## config.mk

```make
export PLATFORM = sky130hd
export DESIGN_NAME = unified_mem_arbiter
export DESIGN_NICKNAME = d
export VERILOG_FILES = /design/src/rtl/unified_mem_arbiter.sv
export SDC_FILE = /design/constraint.sdc
export NUM_CORES = 1
export LEC_CHECK = 0
export CORE_MARGIN = 3
export CORE_UTILIZATION = 37
export CTS_CLUSTER_DIAMETER = 120
export CTS_CLUSTER_SIZE = 16
export DETAILED_ROUTE_END_ITERATION = 7
export PLACE_DENSITY = 0.76
export SYNTH_ARGS = -nofsm -noshare
export SYNTH_HDL_FRONTEND = slang
export SYNTH_SLANG_ARGS = --single-unit
```

## constraint.sdc

```tcl
create_clock -name clk -period 1.75 [get_ports clk]
set_input_delay 0.35 -clock clk [delete_from_list [all_inputs] [get_ports clk]]
set_output_delay 0.35 -clock clk [all_outputs]
set_load 0.01 [all_outputs]
```

## src/rtl/unified_mem_arbiter.sv

```systemverilog
// Arbitrates one single-port backing memory between the fetch and data ports.
// Data wins by default, a starvation limit forces fetch progress, and a hung access times out into a bus error.
module unified_mem_arbiter #(
  parameter int unsigned STARVE_LIMIT = 4,
  parameter int unsigned TIMEOUT      = 64,
  parameter logic [31:0] ERR_DATA     = 32'hDEADBEEF
) (
  input  logic        clk,
  input  logic        rst,
  input  logic        if_req,
  input  logic [31:0] if_addr,
  output logic [31:0] if_rdata,
  output logic        if_done,
  input  logic        dm_read,
  input  logic        dm_write,
  input  logic [31:0] dm_addr,
  input  logic [31:0] dm_wdata,
  input  logic [3:0]  dm_be,
  output logic [31:0] dm_rdata,
  output logic        dm_done,
  output logic        stall_if,
  output logic        stall_mem,
  output logic        bus_err,
  output logic        mem_req,
  output logic        mem_we,
  output logic [31:0] mem_addr,
  output logic [31:0] mem_wdata,
  output logic [3:0]  mem_be,
  input  logic        mem_ack,
  input  logic [31:0] mem_rdata
);

  localparam int unsigned STARVE_W = $clog2(STARVE_LIMIT + 1);
  localparam int unsigned WAIT_W   = $clog2(TIMEOUT + 1);

  typedef enum logic [1:0] {IDLE, BUSY_I, BUSY_D} state_t;

  state_t              state, stateNext;
  logic [STARVE_W-1:0] starveCnt, starveCntNext;
  logic [WAIT_W-1:0]   waitCnt, waitCntNext;
  logic                memReqNext, memWeNext;
  logic [31:0]         memAddrNext, memWdataNext;
  logic [3:0]          memBeNext;
  logic [31:0]         ifRdataNext, dmRdataNext;
  logic                ifDoneNext, dmDoneNext, busErrNext;
  logic                dmReq, starveOk, dataWins, timedOut;

  assign dmReq    = dm_read | dm_write;
  assign starveOk = starveCnt < STARVE_W'(STARVE_LIMIT);
  assign dataWins = dmReq & (~if_req | starveOk);
  assign timedOut = waitCnt == WAIT_W'(TIMEOUT - 1);

  // Stalls release in the same cycle the done pulse is visible.
  assign stall_if  = if_req & ~if_done;
  assign stall_mem = dmReq & ~dm_done;

  // Next-state and next-output logic.
  always_comb begin
    stateNext     = state;
    starveCntNext = starveCnt;
    waitCntNext   = waitCnt;
    memReqNext    = mem_req;
    memWeNext     = mem_we;
    memAddrNext   = mem_addr;
    memWdataNext  = mem_wdata;
    memBeNext     = mem_be;
    ifRdataNext   = if_rdata;
    dmRdataNext   = dm_rdata;
    ifDoneNext    = 1'b0;
    dmDoneNext    = 1'b0;
    busErrNext    = 1'b0;

    case (state)
      IDLE: begin
        if (dataWins) begin
          // Simultaneous read and write is resolved as a write.
          memReqNext   = 1'b1;
          memWeNext    = dm_write;
          memAddrNext  = dm_addr;
          memWdataNext = dm_wdata;
          memBeNext    = dm_write ? dm_be : 4'b1111;
          waitCntNext  = '0;
          stateNext    = BUSY_D;
          if (if_req && starveOk) begin
            starveCntNext = starveCnt + STARVE_W'(1);
          end
        end else if (if_req) begin
          memReqNext    = 1'b1;
          memWeNext     = 1'b0;
          memAddrNext   = if_addr;
          memWdataNext  = '0;
          memBeNext     = 4'b1111;
          waitCntNext   = '0;
          starveCntNext = '0;
          stateNext     = BUSY_I;
        end
      end

      BUSY_I, BUSY_D: begin
        // An ack landing on the timeout cycle still completes normally.
        if (mem_ack || timedOut) begin
          memReqNext = 1'b0;
          busErrNext = ~mem_ack;
          stateNext  = IDLE;
          if (state == BUSY_I) begin
            ifDoneNext  = 1'b1;
            ifRdataNext = mem_ack ? mem_rdata : ERR_DATA;
          end else begin
            dmDoneNext = 1'b1;
            if (!mem_we) begin
              dmRdataNext = mem_ack ? mem_rdata : ERR_DATA;
            end
          end
        end else begin
          waitCntNext = waitCnt + WAIT_W'(1);
        end
      end

      default: stateNext = IDLE;
    endcase
  end

  // State and registered outputs.
  always_ff @(posedge clk) begin
    if (rst) begin
      state     <= IDLE;
      starveCnt <= '0;
      waitCnt   <= '0;
      mem_req   <= 1'b0;
      mem_we    <= 1'b0;
      mem_addr  <= '0;
      mem_wdata <= '0;
      mem_be    <= '0;
      if_rdata  <= '0;
      dm_rdata  <= '0;
      if_done   <= 1'b0;
      dm_done   <= 1'b0;
      bus_err   <= 1'b0;
    end else begin
      state     <= stateNext;
      starveCnt <= starveCntNext;
      waitCnt   <= waitCntNext;
      mem_req   <= memReqNext;
      mem_we    <= memWeNext;
      mem_addr  <= memAddrNext;
      mem_wdata <= memWdataNext;
      mem_be    <= memBeNext;
      if_rdata  <= ifRdataNext;
      dm_rdata  <= dmRdataNext;
      if_done   <= ifDoneNext;
      dm_done   <= dmDoneNext;
      bus_err   <= busErrNext;
    end
  end

endmodule

```

# After elaboration in Yosys (flattened, before gate mapping)
# Index checks and enable logic that the tools add are counted.
classes:
  reduce_logical: 14
  bitwise: 13
  n_eq_ne: 7
  magnitude_cmp: 1
  addsub: 2
  n_mux: 27
ops:
  columns: ["op", "count"]
  rows:
  - ["$mux 32", 5]
  - ["$mux 7", 3]
  - ["$pmux 7 s2", 1]
  - ["$mux 4", 3]
  - ["$reduce_and 3->1", 4]
  - ["$mux 3", 3]
  - ["$not 1->1", 8]
  - ["$add 7x1->7 const B", 1]
  - ["$eq 7x6->1 const B", 1]
  - ["$mux 1", 7]
  - ["$mux 2", 3]
  - ["$ne 2x2->1 const B", 2]
  - ["$pmux 2 s2", 1]
  - ["$reduce_and 2->1", 2]
  - ["$reduce_and 4->1", 1]
  - ["$reduce_bool 2->1", 2]
  - ["$add 3x1->3 const B", 1]
  - ["$and 1x1->1", 3]
  - ["$lt 3x3->1 const B", 1]
  - ["$ne 3x3->1 const B", 1]
  - ["$reduce_or 3->1", 1]
  - ["$eq 2x1->1 const B", 1]
  - ["$eq 2x2->1 const B", 1]
  - ["$logic_not 2->1", 1]
  - ["6 further kinds", 7]
word_totals:
  wordCells: 77
  ff_bits: 149
  inputBits: 138
  out_inout_bits: 139

# Logic depth before layout (Yosys ltp)
# Gate-level depths: netlist (run 1).
logic_depth:
  word_depth: 5
  mapped_depth: 9
  depth_no_buf: 6

# Least setup slack after synthesis (run 1)
# Ideal clock, no wire load.
synth_path:
  kind: "in2reg"
  start: "input port if_req"
  end: "register mem_addr[0]"
  setup_time_ns: 0.147
  path_stages: 8
  t_required_ns: 1.603
  path_buffers: 4
  setup_slack_ns: -0.100
  arrival_time_ns: 1.703
  path_cell_list: "buf_2 -> or4b_4 -> buf_6 -> and2_4 -> buf_6 -> buf_2 -> nor2_1 -> a311oi_2"
synth_between:
  elab_chain_len: 5
  word_cells_on_any_way: 6
  cone_classes: "mux (1); bitwise (3); reduce/logical (2)"
synth_rtl:
  columns: ["item", "line_no", "source"]
  rows:
  - ["from (decl)", "10", "input logic if_req,"]
  - ["$not 1->1", "50", "assign dataWins = dmReq & (~if_req | starveOk);"]
  - ["$or 1x1->1", "50", null]
  - ["$and 1x1->1", "50", null]
  - ["$reduce_bool 2->1 (no line)", null, null]
  - ["$reduce_and 2->1 (no line)", null, null]
  - ["to (signal assigned)", "145", "mem_addr <= memAddrNext;"]
  - ["to (decl)", "26", "output logic [31:0] mem_addr,"]
# Parallel ways exist; a longest one is shown, timed or not.
# A chain may end at the register's enable or synchronous reset.

# Final worst setup path (run 1)
layout_path:
  start: "register state[1]"
  end: "register mem_addr[17]"
layout_between:
  elab_chain_len: 2
layout_rtl:
  columns: ["item", "line_no", "source"]
  rows:
  - ["from (decl)", "38", "state_t state, stateNext;"]
  - ["from (signal assigned)", "140", "state <= stateNext;"]
  - ["$logic_not 2->1", "73", "case (state)"]
  - ["$reduce_and 2->1 (no line)", null, null]
# No other way between the ends.

==> results.ini, run 1 <==
[outcome]
status=finished, violations left
violations=setup timing

[job]
cap_violations=0

[worst_setup_path]
r2r_cells=7
r2r_setup_slack_ns=-0.1
critPathMaxFanout=14
cp_top_family=simple AND/OR/NAND/NOR gates
worst_r2r_endpoint=mem_addr[17]
cp_slowest_cell=or4b_4
cp-end-kind=flop
slowest_delay_ns=0.50
crit_type=reg2reg
cpMostUsedCell=buf_12
cp_cell_sequence=inv_2, ha_4, or4b_4, buf_12, and2_4, buf_12, a311oi_2
arrival_ns=2.18
start_kind=flop
r2r_start=state[1]
worst-path-buf-inv=3
critPathRequiredTime_ns=2.08

[yosys]
syn_area_sq_um=6000
ys_seq_area_frac=0.497
synthCells=673
synth_edf_count=0
yosysWarnings=0
ys_ff_latch=149
yosysUniqueCellTypes=46
syn_nets=815
async_reset_ff_frac=0
synthFlopType=dfxtp_1
syn_avg_cell_area_sq_um=8.92

[grt]
grt_pass1_wl_mm=31.1
antenna_found_initial=0
grt_pass1_vias=5829
met1_usage=0.267
gr-usage-met3=0.0729
overflow=0
grt_use_total=0.219
grt_max_degree=53
grt-busiest-layer=met2
use_met2=0.366

[die]
die_w_microns=133
die_y_microns=133
rows=45
start_util=0.386
core_sq_um=15500
ios=277
die-area_sq_um=17800

[sta]
finClkSkew_ns=0.00862
rsz0062_at_grt=yes
setup_slack_ns=-0.0981
worst_slew_margin_rel=0.594
fin_crit_ns=1.85
max_freq_mhz=541
fin_tns_setup_ns=-2.06
tightest_slew_ns=0.609
fin_crit_sh=1.06
drv_slew=0
setup_viol=49
hold_viol=0

[clock_network]
cts_root_buf=clkbuf_16
cts_buffer_depth=2
htree_levels=4
cts_tree=built
cts_inserted_buffers=17
clkLatencyLatePin_ns=0.42
cts_sinks=149
path_clk_slew_ns=0.06

[place]
gp_congestion=0.791
dp_hpwl_mm=13.7
portBuffers=276
placed_area_sq_um=9390
place_ws_ns=-0.405
dp.cells=1158

[cells_and_area]
final_cells=1209
nets=1127
final_core_util=0.684
post-route-cell-area_sq_um=10600
layout-drive-gt1-share=0.238
seq_area_sq_um=2990
num_antenna_cells=0
multi_input_area_sq_um=3160
fillerInstances=1214
syn2layout_area_growth_pct=77.1

[detailed_routing]
vias=6107
wl_mm=21.3
drt-pass1-iter-count=4
ant_nets=0
vias_per_cell=5.05
drc=0
wl_per_cell_microns=17.6
drt_iter0_drc=260

[power]
peakVddDrop_uv=653
leakagePower_uw=0.00415
cellPowerDensity_nw_per_um2=1010

[worst_hold_path]
min_to=dm_rdata[14]
hold_depth=3
hold_path_class=in2reg
worstHoldStart=rst

synthesized netlist by cell type (5+ instances only):
| cell | n | area [sq um] |
|---|---|---|
| buf_6 | 9 | 101 |
| nor3_1 | 8 | 40.0 |
| a311oi_2 | 32 | 480 |
| a22oi_1 | 32 | 240 |
| dfxtp_1 | 149 | 2980 |
| a21oi_1 | 41 | 205 |
| o21a_1 | 24 | 180 |
| nand2_1 | 86 | 323 |
| buf_2 | 9 | 45.0 |
| clkbuf_1 | 32 | 120 |
| o21ai_0 | 12 | 60.1 |
| o22ai_1 | 5 | 31.3 |
| nand2b_1 | 27 | 169 |
| a22o_1 | 9 | 78.8 |
| nor2_1 | 148 | 556 |
routing by layer:
layer  wire length (microns)  share of wire
met1                    8660           0.41
met5                       0              0
met3                    1630          0.077
met4                     379          0.018
met2                   10600           0.50
cells by family after synthesis:
logic type                 after synthesis  share of synthesized area
and+or+nand+nor                        292                      0.209
muxes                                    1                    0.00188
DFF                                    149                      0.497
buffers and inverters                   57                     0.0490
AOI/OAI and AO/OA                      170                      0.235
adders and majority gates                4                    0.00834
report_power, final:
| group | total (uW) | switching, uW | internal [uW] |
|---|---|---|---|
| Combinational | 3160 | 1410 | 1750 |
| Clock | 3590 | 1530 | 2060 |
| Sequential | 3980 | 236 | 3740 |
| Total | 10700 | 3180 | 7550 |
repair_timing:
item | CTS | global route
gates resized for setup | 26 | 79
gates cloned | 2 | 7
pin swaps | 3 | 6
setup buffers | 6 | 4
hold buffers | 0 | 0
endpoints found under the hold margin | 0 | 0
endpoints found under the setup margin | 114 | 82
cells in the final DEF, fill, tap and decap left out, types with 4 or more instances in the layout:
cell / count
clkdlybuf4s50_1: 261
nor2_2: 22
buf_6: 7
a22oi_2: 16
clkbuf_16: 23
buf_12: 14
o21a_1: 24
dlygate4sd2_1: 5
a21oi_1: 15
dfxtp_2: 4
nor2_4: 12
a22o_1: 9
nand3_1: 4
nor2_1: 114
a22oi_1: 16
a311oi_2: 32
nor3_1: 8
dlymetal6s2s_1: 8
o21ai_0: 11
nor2b_1: 4
nand2b_1: 26
buf_4: 43
dfxtp_1: 145
nand2_1: 85
a21oi_2: 26
worst reg2reg max path, delay by kind of cell (launching register included):
| family | cells | cell delay (ns) |
|---|---|---|
| buf+inv | 3 | 0.38 |
| compound gates | 1 | 0.20 |
| fa+ha+maj | 1 | 0.15 |
| simple gates | 2 | 0.70 |
| flops | 1 | 0.32 |
sequential cells by signal, summed over array words and instances, names as in the netlist:
register / count
starveCnt: 3
state: 2
if_done: 1
mem_be: 4
bus_err: 1
dm_done: 1
waitCnt: 7
dm_rdata: 32
mem_addr: 32
mem_wdata: 32
mem_req: 1
mem_we: 1
if_rdata: 32
area by class of cell:
cell class              count  area share
flip-flops and latches    149       0.281
inverters                   3     0.00106
clock buffers              20      0.0430
repair buffers            346       0.341
clock inverters            12      0.0114
well taps                 211      0.0248
multi-input cells         468       0.298
through the flow:
stage | hold WS [ns] | total power (uW)
after detailed placement | 0.451 | 6680
after global placement | 0.445 | 6630
after floorplan | 0.436 | 5280
after global routing | 0.393 | 11200
after CTS | 0.364 | 10400
final | 0.391 | 10700
how the worst max path moves through the flow:
stage                     startpoint  slack [ns]  depth (start not counted)           end
after floorplan             state[0]       -0.08                          6    waitCnt[0]
after CTS                   state[1]       -0.07                          7  mem_addr[17]
after detailed placement    dm_write       -0.41                          6  mem_addr[26]
after global placement      dm_write       -0.35                          6  mem_addr[26]
final                       state[1]        -0.1                          7  mem_addr[17]
after global routing        state[1]       -0.15                          8  mem_addr[18]
Power figures use the tool's default switching activity.
==> run 2, diff against run 1 <==
Settings changed: CORE_UTILIZATION 37 to 39, CTS_BUF_LIST set to sky130_fd_sc_hd__clkbuf_2, HOLD_SLACK_MARGIN set to 0.08, PLACE_DENSITY 0.76 to 0.79.
==> run 2 against run 1 <==
The flow still finishes with violations (setup timing). Worst hold slack got worse by 0.22 ns. First-iteration DRC count rose by 18%. Fmax rose by 1.1%. Sequential cell count did not move. Global-route usage fell by 0.26 points. Critical path depth did not move. Clock-buffer cell count did not move. Clock skew rose by 0.021 ns. Register-to-register slack improved by 0.02 ns. Via count rose by 1.5%. Final cell count rose by 0.33%. Largest cell class is now sequential cells. Highest routed layer unchanged.
==> results.ini, run 2 (synthesis results as in run 1) <==
[outcome]
status=finished, violations left  ; unchanged
violations=setup timing  ; unchanged

[sta]
finClkSkew_ns=0.0300  ; was 0.00862 ns
tightest_slew_ns=0.599  ; was 0.609 ns
fin_tns_setup_ns=-1.22  ; was -2.06 ns
max_freq_mhz=547  ; was 541 MHz
fin_crit_sh=1.04  ; was 1.06
hold_viol=0  ; unchanged
setup_viol=63  ; was 49
rsz0062_at_grt=yes  ; unchanged
setup_slack_ns=-0.0784  ; was -0.0981 ns
drv_slew=0  ; unchanged
fin_crit_ns=1.83  ; was 1.85 ns
worst_slew_margin_rel=0.600  ; was 0.594
hold_slack_ns=0.169  ; was 0.391 ns

[detailed_routing]
drt_iter0_drc=308  ; was 260
vias_per_cell=5.11  ; was 5.05
ant_nets=0  ; unchanged
drt-pass1-iter-count=4  ; unchanged
vias=6198  ; was 6107
wl_mm=20.2  ; was 21.3 mm
wl_per_cell_microns=16.6  ; was 17.6 microns
drc=0  ; unchanged

[power]
internal_power_uw=5930  ; was 7550 uW
clockPowerShare=0.222  ; was 0.335
net-switching-power_uw=2830  ; was 3180 uW
cellPowerDensity_nw_per_um2=899  ; was 1010 nW/um^2
sequentialPowerShare=0.455  ; was 0.370
peakVddDrop_uv=642  ; was 653 uV
leakagePower_uw=0.00426  ; was 0.00415 uW
sw_frac_of_total=0.323  ; was 0.296
power_frac_comb=0.323  ; was 0.295

[die]
core_sq_um=14800  ; was 15500 sq um
die_w_microns=130  ; was 133 microns
die_y_microns=130  ; was 133 microns
die-area_sq_um=16900  ; was 17800 sq um
start_util=0.405  ; was 0.386
ios=277  ; unchanged
rows=44  ; was 45

[worst_setup_path]
crit_type=reg2reg  ; unchanged
critPathRequiredTime_ns=2.40  ; was 2.08 ns
arrival_ns=2.48  ; was 2.18 ns
cp-end-kind=flop  ; unchanged
critPathMaxFanout=8  ; was 14
start_kind=flop  ; unchanged

[grt]
overflow=0  ; unchanged
grt_use_total=0.216  ; was 0.219
met1_usage=0.251  ; was 0.267
grt_max_degree=56  ; was 53
use_met2=0.375  ; was 0.366
grt-busiest-layer=met2  ; unchanged
grt_pass1_vias=5921  ; was 5829
gr-usage-met3=0.0753  ; was 0.0729
antenna_found_initial=1  ; was 0
grt_pass1_wl_mm=29.2  ; was 31.1 mm

[place]
dp.cells=1129  ; was 1158
dp_hpwl_mm=13.1  ; was 13.7 mm
gp_congestion=0.812  ; was 0.791
placed_area_sq_um=9310  ; was 9390 sq um
portBuffers=276  ; unchanged
place_ws_ns=-0.420  ; was -0.405 ns

[clock_network]
clkLatencyLatePin_ns=0.73  ; was 0.42 ns
cts_tree=built  ; unchanged
cts_root_buf=clkbuf_2  ; was clkbuf_16
cts_buffer_depth=2  ; unchanged
htree_levels=4  ; unchanged
path_clk_slew_ns=0.22  ; was 0.06 ns
cts_sinks=149  ; unchanged
cts_inserted_buffers=17  ; unchanged

[cells_and_area]
post-route-cell-area_sq_um=9750  ; was 10600 sq um
syn2layout_area_growth_pct=62.5  ; was 77.1%
nets=1157  ; was 1127
final_cells=1213  ; was 1209
final_common_cell=dfxtp_2  ; was clkdlybuf4s50_1
layout-drive-gt1-share=0.511  ; was 0.238
mostFrequentLayoutCells=dfxtp_2 (138), clkdlybuf4s50_1 (136), nor2_1 (117)  ; was clkdlybuf4s50_1 (261), dfxtp_1 (145), nor2_1 (114)

[job]
cap_violations=0  ; unchanged

[worst_hold_path]
hold_path_class=in2reg  ; unchanged

-- run 2: cell count changes in the layout (fill, tap and decap cells not counted), moves of 8 or more --
cell             delta
a22oi_2            -16
a22oi_1            +16
clkbuf_16          -20
nor2_4              -8
dlymetal6s2s_1      -8
clkdlybuf4s50_1   -125
buf_4              +37
dfxtp_1           -135
buf_2             +101
clkbuf_2           +55
dfxtp_2           +134
-- run 2: timing repair --
action / CTS / global route
pin swaps: 2 / 5
buffers inserted: 31 / 13
setup endpoints to repair: 214 / 206
endpoints found under the hold margin: 10 / 0
gates resized for setup: 578 / 143
hold buffers: 1 / 0
gates cloned: 2 / 4
-- run 2: layout make-up --
type | count | area, sq um
antenna | 1 | 2.50
multi-input combinational | 468 | 3040
timing repair buffer | 376 | 3070
sequential | 149 | 3160
clock buffer | 20 | 100
fill | 1244 | 5060
tap | 184 | 230
inverter | 3 | 11.3
clock inverter | 12 | 130
-- run 2: power groups by stage --
stage	Combinational (uW)	Sequential [uW]	Clock, uW
floorplan	1130	4150	0
global route	3030	4030	2160
finish	2830	3990	1950
global placement	2580	4000	0
detailed placement	2620	4010	0
CTS	2760	3980	2010
-- run 2: worst paths after layout --
path                                     from           end  slack [ns]  depth (start not counted)
worst max register to register       state[1]  mem_addr[16]       -0.08                          7
worst max-delay path                 state[1]  mem_addr[16]       -0.08                          7
worst min register to register   starveCnt[1]  starveCnt[1]        0.48                          2
worst min-delay path            mem_rdata[14]  if_rdata[14]        0.17                          3
-- run 2: per-stage QoR --
step / utilization / total power [uW]
2_1_floorplan: - / 5280
3_3_place_gp: 0.629 / 6590
3_5_place_dp: 0.629 / 6630
4_1_cts: 0.672 / 8750
5_1_grt: 0.658 / 9210
6_report: 0.658 / 8760
-- run 2: layer usage --
| layer | up-vias | share of wire |
|---|---|---|
| met3 | 25 | 0.076 |
| li1 | 3027 | - |
| met2 | 223 | 0.51 |
| met4 | 0 | 0.015 |
| met5 | - | 0 |
| met1 | 2923 | 0.40 |
-- run 2: critical path, cell delays in order, from the launching register on --
cell,delay [ns]
dfxtp_2,0.37
inv_2,0.07
ha_4,0.14
or4b_4,0.47
and2_4,0.26
buf_6,0.15
buf_6,0.11
a311oi_2,0.18
==> run 3, diff against run 2 <==
Settings changed: SLEW_MARGIN set to 5.
==> results of run 3 <==
Same layout as run 2: the final DEF is identical, and so are final timing and power.
